`config.mk`:
```
export PLATFORM = sky130hd
export DESIGN_NAME = fifo_pkt_reader
export DESIGN_NICKNAME = d
export VERILOG_FILES = /design/src/rtl/pkt_pkg.sv /design/src/rtl/pkt_skid_buf.sv /design/src/rtl/fifo_pkt_reader.sv
export SDC_FILE = /design/constraint.sdc
export NUM_CORES = 1
export LEC_CHECK = 0
export ABC_CLOCK_PERIOD_IN_PS = 2600
export CAP_MARGIN = 20
export CORE_ASPECT_RATIO = 0.9
export CORE_UTILIZATION = 35
export CTS_BUF_LIST = sky130_fd_sc_hd__clkbuf_2
export DETAILED_ROUTE_END_ITERATION = 16
export GPL_TIMING_DRIVEN = 0
export HOLD_SLACK_MARGIN = 0.1
export PLACE_DENSITY_LB_ADDON = 0.15
export SYNTH_ARGS = -nofsm -noshare
export SYNTH_HDL_FRONTEND = slang
export SYNTH_HIERARCHICAL = 1
export SYNTH_SLANG_ARGS = --single-unit
```
`constraint.sdc`:
```
create_clock -name clk -period 2.6 [get_ports clk]
set_input_delay 0.65 -clock clk [delete_from_list [all_inputs] [get_ports clk]]
set_output_delay 0.65 -clock clk [all_outputs]
set_load 0.01 [all_outputs]
```
`src/rtl/pkt_pkg.sv`:
```
// Shared types for the packet FIFO read path: packet width, packet type and
// the skid-buffer occupancy states.
package pkt_pkg;

    localparam int WIDTH_PACKET = 13;

    typedef logic [WIDTH_PACKET-1:0] pkt_t;

    typedef enum logic [1:0] {
        EMPTY = 2'd0,
        ONE   = 2'd1,
        TWO   = 2'd2
    } buf_state_e;

endpackage

```
`src/rtl/pkt_skid_buf.sv`:
```
// Two-entry valid/ready skid buffer. The head entry drives the output and the
// skid entry holds the second packet. The state encoding is the occupancy.
//
//  state | meaning
//  EMPTY | no packet held, out_valid=0
//  ONE   | head valid, skid free
//  TWO   | head and skid both valid
module pkt_skid_buf
    import pkt_pkg::*;
#(
    parameter int WIDTH = pkt_pkg::WIDTH_PACKET
) (
    input  logic             clk,
    input  logic             rst,
    input  logic             capture,
    input  logic [WIDTH-1:0] cap_data,
    input  logic             out_ready,
    output logic             out_valid,
    output logic [WIDTH-1:0] out_data,
    output logic [1:0]       occ
);

    buf_state_e       state_q;
    buf_state_e       state_d;
    logic [WIDTH-1:0] head_q;
    logic [WIDTH-1:0] skid_q;
    logic             fire;
    logic             ld_head_cap;
    logic             ld_head_skid;
    logic             ld_skid;

    assign out_valid = (state_q != EMPTY);
    assign out_data  = head_q;
    assign occ       = state_q;
    assign fire      = out_valid & out_ready;

    always_ff @(posedge clk or negedge rst) begin
        if (!rst) begin
            state_q <= EMPTY;
        end else begin
            state_q <= state_d;
        end
    end

    // Capture in TWO cannot happen: the issue logic never lets occupancy plus
    // in-flight reads exceed two.
    always_comb begin
        state_d      = state_q;
        ld_head_cap  = 1'b0;
        ld_head_skid = 1'b0;
        ld_skid      = 1'b0;
        case (state_q)
            EMPTY: begin
                if (capture) begin
                    state_d     = ONE;
                    ld_head_cap = 1'b1;
                end
            end
            ONE: begin
                if (capture && fire) begin
                    ld_head_cap = 1'b1;
                end else if (capture) begin
                    state_d = TWO;
                    ld_skid = 1'b1;
                end else if (fire) begin
                    state_d = EMPTY;
                end
            end
            TWO: begin
                if (fire) begin
                    state_d      = ONE;
                    ld_head_skid = 1'b1;
                end
            end
            default: state_d = EMPTY;
        endcase
    end

    always_ff @(posedge clk or negedge rst) begin
        if (!rst) begin
            head_q <= '0;
            skid_q <= '0;
        end else begin
            if (ld_head_cap) begin
                head_q <= cap_data;
            end else if (ld_head_skid) begin
                head_q <= skid_q;
            end
            if (ld_skid) begin
                skid_q <= cap_data;
            end
        end
    end

endmodule

```
`src/rtl/fifo_pkt_reader.sv`:
```
// Read-side controller for the packet FIFO: issues pops, absorbs the FIFO's
// one-cycle read latency in a skid buffer. Optional macro FIFO_READER_PKT_CNT_EN.
module fifo_pkt_reader
    import pkt_pkg::*;
#(
    parameter int WIDTH_PACKET = pkt_pkg::WIDTH_PACKET,
    parameter int CNT_W        = 16
) (
    input  logic                    clk,
    input  logic                    rst,
    input  logic                    enable,
    input  logic                    fifo_empty,
    output logic                    fifo_rd_en,
    input  logic [WIDTH_PACKET-1:0] fifo_rd_data,
    output logic                    out_valid,
    output logic [WIDTH_PACKET-1:0] out_data,
    input  logic                    out_ready,
    output logic                    busy,
    output logic [CNT_W-1:0]        pkt_count
);

    logic       inflight;
    logic [1:0] occ;
    logic       fire;
    logic [2:0] level_next;

    assign fire = out_valid & out_ready;

    // Packets held or owed after this cycle; never let that reach three.
    assign level_next = {1'b0, occ} + {2'b00, inflight} - {2'b00, fire};
    assign fifo_rd_en = enable & ~fifo_empty & (level_next < 3'd2);
    assign busy       = inflight | (occ != 2'd0);

    always_ff @(posedge clk or negedge rst) begin
        if (!rst) begin
            inflight <= 1'b0;
        end else begin
            inflight <= fifo_rd_en;
        end
    end

    pkt_skid_buf #(
        .WIDTH (WIDTH_PACKET)
    ) u_skid (
        .clk       (clk),
        .rst       (rst),
        .capture   (inflight),
        .cap_data  (fifo_rd_data),
        .out_ready (out_ready),
        .out_valid (out_valid),
        .out_data  (out_data),
        .occ       (occ)
    );

`ifdef FIFO_READER_PKT_CNT_EN
    always_ff @(posedge clk or negedge rst) begin
        if (!rst) begin
            pkt_count <= '0;
        end else if (fire) begin
            pkt_count <= pkt_count + 1'b1;
        end
    end
`else
    assign pkt_count = '0;
`endif

endmodule
```
==> out/metrics.yaml, run 1 <==
clock_network:
  cts_made_buffers: 5
  cts_max_path_buffers: 2
  htree_levels: 2
  cts_root_buffer: "clkbuf_2"
  later_pin_clock_latency_in_the_skew_report_ns: 0.36
  cts.sinks: 29
  cts.clk_slew.worst_paths_ns: 0.16
  cts_tree: "built"
  ctsHoldBuffers: 0
min_path:
  hold_path_class: "reg -> reg"
  whs_path_depth: 1
layout:
  final_util_pct: 51.9
  layout_area_growth_over_synthesis_pct: 36.9
  antenna-diode-count: 0
  layout.cells.non_filler: 263
  post_route_cells_drive_above_1_share_pct: 31.0
  final_nets: 222
  fillCellCount: 420
  multi_input_comb_area_sq_um: 754
  register_cell_area_after_layout_sq_um: 728
setup_path:
  worst_setup_path_start_kind: "flop"
  worstPathArrival_ns: 2.48
  cp.required_ns: 1.95
  r2r_cells: 7
  worstSetupEndpointType: "output pin"
  worst-setup-path-type: "reg -> out"
  cp_max_fo: 2
logic_synthesis:
  asyncSetResetFlopFracSynth_pct: 100
  synth.area.top_cells: "dfrtp_1 45%, mux2_4 9.4%, buf_4 8.0%"
  sequential_area_share_after_synthesis_pct: 45.2
  synth-main-ff-cell: "dfrtp_1"
  synth_enable_flop_cells: 0
  syn-cell-area_sq_um: 1610
  postSynthAreaPerCell_sq_um: 11.1
  post-synth-top-area-fraction_pct: 45.2
  synth_cell_type_count: 33
  netlist_instances: 144
  yosysTopAreaCell: "dfrtp_1"
  yosys_warnings: 6
  synth.ff_latch_count: 29
power:
  p_switching_uw: 741
  comb_power_share_pct: 48.6
  intPower_mw: 1.43
  share_seq_of_total_power_pct: 36.5
  static-leakage-power_nw: 0.997
  switching_share_pct: 34.1
  power.ir.vdd_worst_mv: 0.392
  power_density_nw_per_um2: 988
  clock_power_share_pct: 14.9
die:
  initial_core_util_pct: 37.9
  core.rowCount: 22
  die_width_um: 73.4
  core_area_sq_um: 4240
  fp.dieArea_sq_um: 4860
  die_height_um: 66.3
  boundaryPins: 50
sta:
  setup_viol: 1
  final.period_utilization_pct: 120
  timing_worst_slew_pin_value_ns: 0.782
  timing.final.ws_setup_ns: -0.529
  drv_slew: 0
  worst_slew_margin_rel_pct: 47.7
  report.final.hold_viol_count: 0
  fmax_mhz: 320
  grt_setup_unrepaired: "true"
  period_needed_ns: 3.13
  finClkSkew_ns: 0.0167
detailed_routing:
  first_pass_iters: 4
  post_drt_wl_per_cell_um: 13.7
  viasPerCell: 4.78
  drt_iter0_drc: 41
  drt-total-wl_mm: 3.61
  detail-route-antenna-nets: 0
  drc: 0
  detailroute.via_count: 1258
global_routing:
  grt.total_usage_pct: 15.9
  first_pass_grt_wire_length_mm: 5.66
  grt_overflow: 0
  pin_count_of_the_biggest_net_entering_global_routing: 16
  antenna_found_initial: 0
  first_global_vias: 1168
placement:
  place.gp.congestion: 0.765
  place_ws_ns: -1.19
  post-place-cells: 253
  port_buffer_cells: 33
  place_hpwl_mm: 2.54
outcome:
  status: "finished, violations left"
  violated_checks: "negative setup slack"
run:
  cap_viol_max_count: 0
## what timing repair did
action	CTS	global route
endpoints found under the hold margin	0	0
buffers inserted	2	0
pin swaps	1	0
gates resized for setup	6	1
endpoints found under the setup margin	1	1
## power groups by stage
stage / sequential, mW / combinational, mW / clock [mW]
2_1_floorplan: 0.829 / 0.590 / 0
3_3_place_gp: 0.807 / 1.01 / 0
3_5_place_dp: 0.818 / 1.03 / 0
4_1_cts: 0.795 / 1.05 / 0.336
5_1_grt: 0.821 / 1.14 / 0.356
6_report: 0.793 / 1.06 / 0.323
## cell usage in the layout, fill, tap and decap left out, drive strengths merged, types with 2 or more instances in the layout
cell	count
a211oi	11
a31oi	11
buf	32
clkbuf	6
clkdlybuf4s50	31
conb	16
dfrtp	29
mux2	13
mux2i	4
nand3	13
nor2	3
nor2b	2
o21ai	13
or2b	2
## per-layer routing
layer  GRT usage, %  wire length (um)  share of wire (%)
met1           22.7              1710                 47
met2           22.7              1630                 45
met3           4.27               216                6.0
met4           5.77                49                1.4
met5              0                 0                  0
## stage by stage
stage / TNS [ns] / power (mW) / instance area, sq um / hold WS, ns
2_1_floorplan: -0.116 / 1.42 / 1690 / 0.354
3_3_place_gp: -1.22 / 1.81 / 2090 / 0.485
3_5_place_dp: -1.26 / 1.84 / 2120 / 0.489
4_1_cts: -0.584 / 2.19 / 2200 / 0.530
5_1_grt: -0.664 / 2.31 / 2200 / 0.554
6_report: -0.529 / 2.17 / 2200 / 0.528
## logic make-up (layout without fill, tap and decap cells)
group           after synthesis  after routing  synth area share (%)
buf+inv                      29             73                  13.0
other cells                   1             16                 0.234
xor+xnor                      1              1                 0.546
compound gates               38             38                  14.7
simple gates                 27             27                  10.4
fa+ha+maj                     2              2                  2.03
mux                          17             17                  14.0
flops                        29             29                  45.2
## final timing paths
kind / from / to / slack, ns
min reg2reg: u_skid/skid_q[10] / u_skid/skid_q[10] / 0.53
min: u_skid/skid_q[10] / u_skid/skid_q[10] / 0.53
max in group asynchronous: rst / inflight / 1.33
min in group asynchronous: rst / u_skid/skid_q[2] / 0.74
max reg2reg: u_skid/occ[0] / inflight / 0.55
max: u_skid/occ[0] / fifo_rd_en / -0.53
## registers in the layout (all words and copies together) (netlist names)
signal,count
u_skid/skid_q,13
u_skid/occ,2
inflight,1
u_skid/out_data,13
## critical path: stages (launching register included)
cell     delay, ns
dfrtp_2       0.44
or2_4         0.25
and2_4        0.14
ha_4          0.20
or2b_1        0.24
fa_2          0.54
nand2_2       0.05
nor3_2        0.11
buf_2         0.16
## area by class of cell
type	count	share of cell area, %
timing repair buffer	36	16.7
sequential	29	33.1
clock inverter	2	1.59
inverter	1	0.171
clock buffer	6	1.37
tap	60	3.41
buffer	28	9.33
multi-input combinational	101	34.3
## cells in the mapped netlist (3+ instances only)
cell and instances:
o21ai_0 12, nand3_1 13, mux2_2 3, a31oi_1 11, a211oi_1 11, mux2_4 10
buf_4 17, dfrtp_1 29, buf_2 8, mux2i_1 4
No activity file was read; power rests on OpenSTA's default activity.
==> run 2, diff against run 1 <==
- GPL_ROUTABILITY_DRIVEN: unset -> 0
==> results of run 2 <==
No change in the layout: final DEF, timing and power equal those of run 1.
==> run 3, diff against run 2 <==
- CORE_MARGIN: unset -> 2
- CORE_UTILIZATION: 35 -> 43
- SKIP_LAST_GASP: unset -> 1
==> out/metrics.yaml, run 3 (same netlist as run 1, synthesis figures left out) <==
clock_network:
  ctsHoldBuffers: 0  # unchanged
  cts_tree: "built"
  cts_made_buffers: 5  # unchanged
  cts_root_buffer: "clkbuf_2"
  cts_max_path_buffers: 2  # unchanged
  htree_levels: 2  # unchanged
  later_pin_clock_latency_in_the_skew_report_ns: 0.35  # about the same
  cts.sinks: 29  # unchanged
  cts.clk_slew.worst_paths_ns: 0.14  # -0.02 ns
detailed_routing:
  drt-total-wl_mm: 3.67  # +1.8%
  viasPerCell: 5.13  # +7.1%
  drt_iter0_drc: 115  # +180%
  detail-route-antenna-nets: 0  # unchanged
  detailroute.via_count: 1271  # +1.0%
  drc: 0  # unchanged
  post_drt_wl_per_cell_um: 14.8  # +7.9%
  first_pass_iters: 4  # unchanged
die:
  core_area_sq_um: 3650  # -14%
  initial_core_util_pct: 44.0  # +6.1 points
  boundaryPins: 50  # unchanged
  die_height_um: 62.0  # -6.5%
  die_width_um: 68.4  # -6.8%
  core.rowCount: 21  # -4.5%
  fp.dieArea_sq_um: 4240  # -13%
layout:
  final_util_pct: 58.8  # +6.9 points
  layout_area_growth_over_synthesis_pct: 33.7
  layout.cells.non_filler: 248  # -5.7%
  final_nets: 222  # unchanged
  post_route_cells_drive_above_1_share_pct: 29.7  # -1.3 points
  most-common-layout-cells: "31 x clkdlybuf4s50_1, 27 x dfrtp_1, 19 x buf_4"
  antenna-diode-count: 0  # unchanged
  final_common_cell: "clkdlybuf4s50_1"
sta:
  period_needed_ns: 3.14  # +0.0141 ns
  worst_slew_margin_rel_pct: 47.9  # +0.20 points
  finClkSkew_ns: 0.0161  # -0.000630 ns
  minimum_hold_slack_ns: 0.525  # -0.00280 ns
  setup_viol: 1  # unchanged
  drv_slew: 0  # unchanged
  report.final.hold_viol_count: 0  # unchanged
  timing.final.ws_setup_ns: -0.543  # -0.0141 ns
  fmax_mhz: 318  # -0.45%
  timing_worst_slew_pin_value_ns: 0.779  # -0.00294 ns
  grt_setup_unrepaired: "true"
  final.period_utilization_pct: 121  # +0.54 points
setup_path:
  worstSetupEndpointType: "output pin"
  worstPathArrival_ns: 2.49  # about the same
  cp.required_ns: 1.95  # about the same
  worst_setup_path_start_kind: "flop"
  cp_max_fo: 3  # +1
  worst-setup-path-type: "reg -> out"
global_routing:
  pin_count_of_the_biggest_net_entering_global_routing: 16  # unchanged
  first_global_vias: 1199  # +2.7%
  grt.total_usage_pct: 18.7  # +2.8 points
  first_pass_grt_wire_length_mm: 5.66  # unchanged
  grt_overflow: 0  # unchanged
  antenna_found_initial: 0  # unchanged
power:
  static-leakage-power_nw: 0.980  # -1.7%
  power.ir.vdd_worst_mv: 0.440  # +12%
  power_density_nw_per_um2: 961  # -2.8%
outcome:
  status: "finished, violations left"
  violated_checks: "negative setup slack"
run:
  cap_viol_max_count: 0  # unchanged
placement:
  place_hpwl_mm: 2.60  # +2.4%
  post-place-cells: 239  # -5.5%
  place_ws_ns: -1.22  # -0.0319 ns
  port_buffer_cells: 33  # unchanged
min_path:
  hold_path_class: "reg -> reg"
[run 3: cell types whose count changed in the layout (fill, tap and decap cells not counted), sizes merged]
| cell | before | now |
|---|---|---|
| bufinv | 1 | 0 |
[run 3: path summary, 6_finish.rpt]
path / start / endpoint / slack (ns) / depth (start not counted)
max reg2reg: u_skid/occ[0] / inflight / 0.53 / 7
max: u_skid/occ[0] / fifo_rd_en / -0.54 / 8
max in group asynchronous: rst / u_skid/out_data[11] / 1.32 / 2
min in group asynchronous: rst / u_skid/occ[1] / 0.75 / 1
min reg2reg: u_skid/skid_q[11] / u_skid/skid_q[11] / 0.52 / 1
min: u_skid/skid_q[11] / u_skid/skid_q[11] / 0.52 / 1
[run 3: cell type report]
type | instances | area (sq um)
Tap cell | 46 | 57.6
Timing Repair Buffer | 36 | 367
Buffer | 28 | 205
Fill cell | 313 | 1510
Clock buffer | 6 | 30.0
Clock inverter | 1 | 3.75
Inverter | 1 | 3.75
Sequential cell | 29 | 728
Multi-Input combinational cell | 101 | 752
[run 3: metrics by stage]
step	TNS [ns]	total power, mW	instance area, sq um
floorplan	-0.116	1.42	1690
global placement	-1.23	1.81	2080
detailed placement	-1.33	1.85	2100
CTS	-0.581	2.08	2150
global route	-0.664	2.21	2150
finish	-0.543	2.06	2150
[run 3: report_power, final]
part	leakage (nW)	switching, mW	internal (mW)
logic	0.603	0.466	0.595
clock network	0.0265	0.145	0.0628
registers	0.350	0.126	0.668
[run 3: critical path, stage by stage, from the launching register on]
cell and delay [ns]:
dfrtp_2 0.44, or2_4 0.25, and2_4 0.14, ha_4 0.19
or2b_1 0.24, fa_2 0.36, xor2_1 0.17, nor3_2 0.20
buf_2 0.16
[run 3: routing by layer]
layer	track usage [%]	vias to the layer above	part of all wire (%)
li1	-	605	-
met1	24.7	602	44
met2	29.5	60	47
met3	5.05	4	8.4
met4	7.14	0	0.60
met5	0	-	0
[run 3: repair_timing]
item	4_1_cts	5_1_grt
endpoints found under the setup margin	1	1
endpoints found under the hold margin	0	0
gates resized for setup	6	0
buffers inserted	2	0
==> patch: new RTL, config.mk and constraints of run 2 <==
The option `FIFO_READER_PKT_CNT_EN` is turned on by a define.
--- a/src/rtl/fifo_pkt_reader.sv
+++ b/src/rtl/fifo_pkt_reader.sv
@@ -1,4 +1,6 @@
 // Read-side controller for the packet FIFO: issues pops, absorbs the FIFO's
 // one-cycle read latency in a skid buffer. Optional macro FIFO_READER_PKT_CNT_EN.
+`define FIFO_READER_PKT_CNT_EN
+
 module fifo_pkt_reader
     import pkt_pkg::*;
Behaviour: not the same (Yosys sat finds a counterexample within 4 cycles, from zero or initial values and one cycle with rst low).
==> patch against run 2 <==
The run still ends with negative setup slack left; final area is 37% higher; worst setup slack better by 0.064 ns; total power grew 33%; area after synthesis increased by 38%; non-clock buffer count rose by 4; critical path type unchanged; sequential cell count rose by 16; routed wire length rose by 32%.
==> patch: results (changes against run 2) <==
stage,metric,value,unit,change
outcome,run status,"complete, but fails checks",,
outcome,failing checks,negative setup slack,,
global_routing,met1 GRT Util,21.7,%,-0.99 points
timing,clk_skew,0.0238,ns,+0.00711 ns
critical_path,"setup slack, reg-to-reg",0.49,ns,-0.06 ns
power,VDD IR-drop max,0.369,mV,-6.0%
timing,Slew headroom,68.9,%,+21 points
clocking,Worst-Skew Late Latency,0.41,ns,+0.05 ns
global_routing,largest net degree at the start of global routing,28,,+12
logic_synthesis,"top cells by count, synth","45 x dfrtp_1, 15 x nand3_1, 12 x o21ai_0",,
global_routing,antenna violations before repair,0,,unchanged
global_routing,met3 Track Usage GR,3.51,%,-0.76 points
place,DP Cell Count,321,,+27%
global_routing,GR Util met2,23.7,%,+0.97 points
logic_synthesis,"Seq/Total Area, Yosys",50.7,%,+5.5 points
route,Via-to-Cell Ratio,4.89,,+2.3%
route,initial DRC count,80,,+95%
timing,post-route worst setup slack,-0.465,ns,+0.0642 ns
cells_and_area,Signal inverters,3,,+2
cells_and_area,Filler cells,583,,+39%
clocking,clk slew on worst S/H paths,0.24,ns,+0.08 ns
cells_and_area,Final nets,268,,+21%
cells_and_area,Seq/total area,37.5,%,+4.3 points
place,Port Buffers,49,,+48%
timing,final setup violation count,1,,unchanged
place,Placement Cell Area,2870,um2,+35%
cells_and_area,signal buffers share of area,21.0,%,-5.0 points
place,Setup WS pre-CTS,-1.26,ns,-0.0683 ns
critical_path,critical path's top delay family,adder cells,,
global_routing,total track usage,15.3,%,-0.51 points
cells_and_area,layout cells sized above 1,25.8,%,-5.2 points
logic_synthesis,Mapped Area,2220,um2,+38%
cells_and_area,Sequential cell area,1130,um2,+55%
clocking,CTS root buffer,clkbuf_2,,
cells_and_area,Signal buffers,68,,+6.3%
power,Leak Pwr,0.00131,uW,+31%
cells_and_area,multi-input gates,124,,+23%
route,M1 WL,2.39,mm,+39%
timing,Hold WS,0.144,ns,-0.383 ns
critical_path,R2R depth,10,,+3
route,DR WL met2,2.13,mm,+31%
route,WL met3,196,um,-9.3%
logic_synthesis,syn_area_per_cell,12.1,um2,+8.2%
place,DP HPWL,3.33,mm,+31%
cells_and_area,Post-Layout Cell Count,335,,+27%
logic_synthesis,Yosys reg bits,45,,+55%
cells_and_area,ClkCell Share,3.12,%,+0.16 points
global_routing,first-pass GRT wire length,8.04,mm,+42%
## patch: cell count changes in the layout (fill, tap and decap cells not counted), sizes merged, moves of 4 or more
| cell | change |
|---|---|
| xnor2 | +11 |
| clkdlybuf4s50 | +15 |
| dfrtp | +16 |
| buf | -11 |
| xor2 | +4 |
| conb | -16 |
| nand3 | +5 |
| nand2 | +6 |
## patch: timing repair
action	in CTS	in global routing
pin swaps	4	2
buffers inserted	5	1
endpoints found under the setup margin	1	1
gates cloned	0	0
resized for setup	8	1
hold endpoints to repair	0	0
## patch: cells by family after synthesis
family                     synth area share [%]
AOI/OAI and AO/OA                          10.6
xor gates and xnor gates                   6.31
adders and majority gates                  2.03
buffers and inverters                      4.34
DFF                                        50.7
muxes                                      10.6
and+or+nand+nor                            15.4
## patch: power breakdown
group	total, uW	leakage, uW	internal, uW	switching [uW]
Sequential	1130	0.000566	952	180
Clock	501	0.0000536	262	239
Combinational	1260	0.000687	718	542
Total	2890	0.00131	1930	961
